===== config.mk =====
export PLATFORM = sky130hd
export DESIGN_NAME = alu_control_flat
export DESIGN_NICKNAME = d
export VERILOG_FILES = /design/src/rtl/alu_pkg.sv /design/src/rtl/alu_control_if.sv /design/src/rtl/alu_func_decode.sv /design/src/rtl/alu_control.sv /design/src/flat_wrapper.sv
export SDC_FILE = /design/constraint.sdc
export NUM_CORES = 1
export LEC_CHECK = 0
export CORE_AREA = 5 5 42 44
export DETAILED_ROUTE_END_ITERATION = 6
export DIE_AREA = 0 0 47 49
export GPL_TIMING_DRIVEN = 0
export PLACE_DENSITY = 0.6
export SYNTH_ARGS = -nofsm -noshare
export SYNTH_HDL_FRONTEND = slang
export SYNTH_HIERARCHICAL = 1
export SYNTH_SLANG_ARGS = --single-unit

===== constraint.sdc =====
create_clock -name clk -period 3 [get_ports clk]
set_input_delay 0.9 -clock clk [delete_from_list [all_inputs] [get_ports clk]]
set_output_delay 0.9 -clock clk [all_outputs]
set_load 0.005 [all_outputs]

===== src/rtl/alu_pkg.sv =====
// Shared encodings for the KGP-RISC ALU control path: ALUOp classes,
// ALU operation selects and the R-type one-hot function field.
package alu_pkg;

    localparam logic [2:0] ALUOP_RTYPE  = 3'd0;
    localparam logic [2:0] ALUOP_ADDI   = 3'd1;
    localparam logic [2:0] ALUOP_COMPI  = 3'd2;
    localparam logic [2:0] ALUOP_ANDI   = 3'd3;
    localparam logic [2:0] ALUOP_XORI   = 3'd4;
    localparam logic [2:0] ALUOP_BRANCH = 3'd5;
    localparam logic [2:0] ALUOP_CMP    = 3'd6;
    localparam logic [2:0] ALUOP_RSVD   = 3'd7;

    localparam logic [2:0] OP_ADD  = 3'd0;
    localparam logic [2:0] OP_COMP = 3'd1;
    localparam logic [2:0] OP_AND  = 3'd2;
    localparam logic [2:0] OP_XOR  = 3'd3;
    localparam logic [2:0] OP_SHLL = 3'd4;
    localparam logic [2:0] OP_SHRL = 3'd5;
    localparam logic [2:0] OP_SHRA = 3'd6;

    localparam logic [6:0] FN_ADD  = 7'h01;
    localparam logic [6:0] FN_COMP = 7'h02;
    localparam logic [6:0] FN_AND  = 7'h04;
    localparam logic [6:0] FN_XOR  = 7'h08;
    localparam logic [6:0] FN_SHLL = 7'h10;
    localparam logic [6:0] FN_SHRL = 7'h20;
    localparam logic [6:0] FN_SHRA = 7'h40;

    localparam int VSHIFT_BIT = 7;

    function automatic logic is_shift_op(input logic [2:0] op);
        return (op == OP_SHLL) || (op == OP_SHRL) || (op == OP_SHRA);
    endfunction

endpackage


===== src/rtl/alu_control_if.sv =====
// Decoder-to-ALU control bundle: the decoder side drives ALUOp/func_code,
// the ALU-control side returns op/shift_src/illegal.
interface alu_control_if;
    // No valid/ready: inputs are sampled every rising edge and outputs are
    // always meaningful (registered: one cycle later; combinational: same cycle).
    logic [2:0] ALUOp;
    logic [7:0] func_code;
    logic [2:0] op;
    logic       shift_src;
    logic       illegal;

    modport master (output ALUOp, output func_code,
                    input  op, input shift_src, input illegal);
    modport slave  (input  ALUOp, input func_code,
                    output op, output shift_src, output illegal);
endinterface


===== src/rtl/alu_func_decode.sv =====
// Combinational R-type decoder: one-hot func_code[6:0] selects the operation,
// func_code[7] requests a register-sourced shift amount.
module alu_func_decode
    import alu_pkg::*;
(
    input  logic [7:0] func_code,
    output logic [2:0] op,
    output logic       shift_src,
    output logic       illegal
);

    logic var_shift;
    assign var_shift = func_code[VSHIFT_BIT];

    always_comb begin
        op        = OP_ADD;
        shift_src = 1'b0;
        illegal   = 1'b0;
        case (func_code[6:0])
            FN_ADD:  op = OP_ADD;
            FN_COMP: op = OP_COMP;
            FN_AND:  op = OP_AND;
            FN_XOR:  op = OP_XOR;
            FN_SHLL: op = OP_SHLL;
            FN_SHRL: op = OP_SHRL;
            FN_SHRA: op = OP_SHRA;
            default: illegal = 1'b1;
        endcase
        // The modifier only means something on shifts; elsewhere it is a bad encoding.
        if (is_shift_op(op))
            shift_src = var_shift;
        else if (var_shift)
            illegal = 1'b1;
    end

endmodule


===== src/rtl/alu_control.sv =====
// ALU control: R-type func decode or ALUOp-class mapping, optionally
// registered with a synchronous active-high reset.
module alu_control
    import alu_pkg::*;
#(
    parameter bit REG_OUT = 1'b1
) (
    input  logic           clk,
    input  logic           rst,
    alu_control_if.slave   bus
);

    logic [2:0] r_op;
    logic       r_shift_src;
    logic       r_illegal;
    logic [2:0] d_op;
    logic       d_shift_src;
    logic       d_illegal;

    alu_func_decode u_func_decode (
        .func_code (bus.func_code),
        .op        (r_op),
        .shift_src (r_shift_src),
        .illegal   (r_illegal)
    );

    always_comb begin
        d_op        = OP_ADD;
        d_shift_src = 1'b0;
        d_illegal   = 1'b0;
        case (bus.ALUOp)
            ALUOP_RTYPE: begin
                d_op        = r_op;
                d_shift_src = r_shift_src;
                d_illegal   = r_illegal;
            end
            ALUOP_ADDI:   d_op = OP_ADD;
            ALUOP_COMPI:  d_op = OP_COMP;
            ALUOP_ANDI:   d_op = OP_AND;
            ALUOP_XORI:   d_op = OP_XOR;
            ALUOP_BRANCH: d_op = OP_ADD;
            ALUOP_CMP:    d_op = OP_XOR;
            default:      d_illegal = 1'b1;
        endcase
    end

    generate
        if (REG_OUT) begin : g_reg
            logic [2:0] op_q;
            logic       shift_src_q;
            logic       illegal_q;

            always_ff @(posedge clk) begin
                if (rst) begin
                    op_q        <= OP_ADD;
                    shift_src_q <= 1'b0;
                    illegal_q   <= 1'b0;
                end else begin
                    op_q        <= d_op;
                    shift_src_q <= d_shift_src;
                    illegal_q   <= d_illegal;
                end
            end

            assign bus.op        = op_q;
            assign bus.shift_src = shift_src_q;
            assign bus.illegal   = illegal_q;
        end else begin : g_comb
            assign bus.op        = d_op;
            assign bus.shift_src = d_shift_src;
            assign bus.illegal   = d_illegal;
        end
    endgenerate

endmodule


===== src/flat_wrapper.sv =====
// flat-port wrapper written by rule: the top's interface ports become plain ports
module alu_control_flat import alu_pkg::*;
#(
    parameter bit REG_OUT = 1'b1
)
  (clk, rst, bus_ALUOp, bus_func_code, bus_op, bus_shift_src, bus_illegal);
  alu_control_if bus_i ();
  input  logic clk;
  input  logic rst;
  input wire logic [$bits(bus_i.ALUOp)-1:0] bus_ALUOp;
  input wire logic [$bits(bus_i.func_code)-1:0] bus_func_code;
  output wire logic [$bits(bus_i.op)-1:0] bus_op;
  output wire logic [$bits(bus_i.shift_src)-1:0] bus_shift_src;
  output wire logic [$bits(bus_i.illegal)-1:0] bus_illegal;
  assign bus_i.ALUOp = bus_ALUOp;
  assign bus_i.func_code = bus_func_code;
  assign bus_op = bus_i.op;
  assign bus_shift_src = bus_i.shift_src;
  assign bus_illegal = bus_i.illegal;
  alu_control #(.REG_OUT(REG_OUT)) u_core (.clk(clk), .rst(rst), .bus(bus_i));
endmodule

==> run metrics <==
gr usage total=7.04%; Via density=4.70; Finished Layout Cells=82; DR vias=385; fin crit period=2.38 ns; Num CTS Buffers=3; max-cap violations=0; Worst Setup End Kind=register; final max-slew violation count=0; clk slew on worst S/H paths=0.04 ns; final hold violation count=0; PortBufs=16; wirelength, routed=816 microns; VDD IR-drop max=0.0000909 V; DR pass1 iterations=4; most common cell after layout, fill and taps aside=clkdlybuf4s50_1; PwrDens=347 nW/um^2; Mapped Area=344 sq um; largest net degree at the start of global routing=9; GP Congestion=0.799; maximum clock rate=421 MHz; TritonCTS clock tree=yes; crit path kind=in2reg; Die Wd=47 microns; ant diodes=0; root buffer cell=clkbuf_4; Hold Buf Count CTS=0; most frequent cells in the layout=clkdlybuf4s50_1, nor2_1, dfxtp_1; I/O pin total=18; core area=1400 sq um; Initial Util=24.6%; vias in the first global route=319; final setup fails=0; initial drt markers=4; Min-Delay Path Class=in2reg; share of cells above drive strength 1=6.06%; Post-Syn Nets=59; register bit total from synthesis=5; Rows=14; status=complete, no violations; crit path DAT=2.55 ns; final period utilization=79.2%; Static Leakage=0.191 nW; Netlist cell types=22; post-synthesis sequential area ratio=29.1%; Die H=49 microns; setup repair bufs after CTS=0; synth warn=6; Slew headroom=81.4%; Layout area overhead=60.0%; worst slew pin tran=0.275 ns; critical path launch point type=input pin; area of the die=2300 sq um; Max FO, Critical Path=7; hold path depth=4; Cells after Synth=46; Total Power=191 uW; Avg WL per Cell=9.95 microns; ANT nets after route=0; number of placed instances with taps included=78; Mapped Avg Cell Area=7.48 sq um; PostCTS Resize Cnt=0; Req. time, crit path=3.17 ns; first-pass GRT wire length=1230 microns; Max clock buf depth=2; setup TNS=0 ns; Hold WS=1.11 ns; Util after Layout=39.3%; nets=80; CTS H-Tree Depth=1; Num Clock Sinks=5; DRC viols=0; RSZ-0062 raised after global routing=no; total overflow reported by the global router=0; initial antenna violation count=0
[Yosys cell counts]
cell type	instances	share of area (%)
nand2_1	1	1.1
a221oi_1	1	2.5
o31ai_1	1	2.2
a22oi_1	1	2.2
or4_1	1	2.2
nand2b_1	4	7.3
o211ai_1	1	2.2
or4b_1	1	2.9
nor4b_1	1	2.5
o21ai_1	2	2.9
nor3_1	2	2.9
dfxtp_1	5	29
o21ai_0	4	5.8
and2_1	3	5.5
xor2_1	3	7.6
nand3_1	1	1.5
buf_2	1	1.5
nor4_1	1	1.8
nor2_1	7	7.6
nor2b_1	2	3.6
a21oi_1	2	2.9
a211oi_1	1	2.2
[through the flow]
step	worst slack (ns)	instance area, sq um
2_1_floorplan	1.02	344
3_3_place_gp	0.385	524
3_5_place_dp	0.389	524
4_1_cts	0.633	551
5_1_grt	0.455	551
6_report	0.624	551
[worst paths after layout]
path  slack (ns)             start            endpoint
max         0.62  bus_func_code[4]  u_core/bus.illegal
min         1.11  bus_func_code[5]    u_core/bus.op[1]
[sequential cells by signal (all words and copies together) (netlist names)]
signal,count
u_core/bus.illegal,1
u_core/bus.shift_src,1
u_core/bus.op,3
[worst max-delay path, cell delays in order]
cell and delay [ns]:
clkdlybuf4s50_1 0.60, nor2_1 0.10, a22oi_1 0.16, o31ai_1 0.08, a21oi_1 0.12, or4b_1 0.44
a21oi_1 0.14
[kinds of logic after synthesis]
family / after synthesis / synth area share [%]
xor+xnor: 3 / 7.64
compound gates: 13 / 22.9
simple gates: 24 / 38.9
flops: 5 / 29.1
buf+inv: 1 / 1.45
[per-layer routing]
layer | vias up | track usage, % | share of wire, % | routed length, microns
met5 | - | 0 | 0 | 0
met4 | 0 | 5.53 | 0 | 0
met3 | 0 | 1.11 | 9.7 | 79
met2 | 16 | 8.60 | 45 | 370
met1 | 163 | 10.3 | 45 | 365
li1 | 206 | - | - | -
[power by group]
| part | switching (mW) | internal (mW) | total [mW] |
|---|---|---|---|
| combinational | 0.0201 | 0.0260 | 0.0461 |
| clock | 0.0251 | 0.0501 | 0.0752 |
| sequential | 0.000450 | 0.0690 | 0.0695 |
| total | 0.0456 | 0.145 | 0.191 |
[area by class of cell]
type	count	area (sq um)
fillers	164	851
multi-input cells	40	239
repair buffers	16	160
flip-flops and latches	5	100
clock buffers	4	26.3
well taps	16	20.0
plain buffers	1	5.00
(Power assumes the default switching activity.)
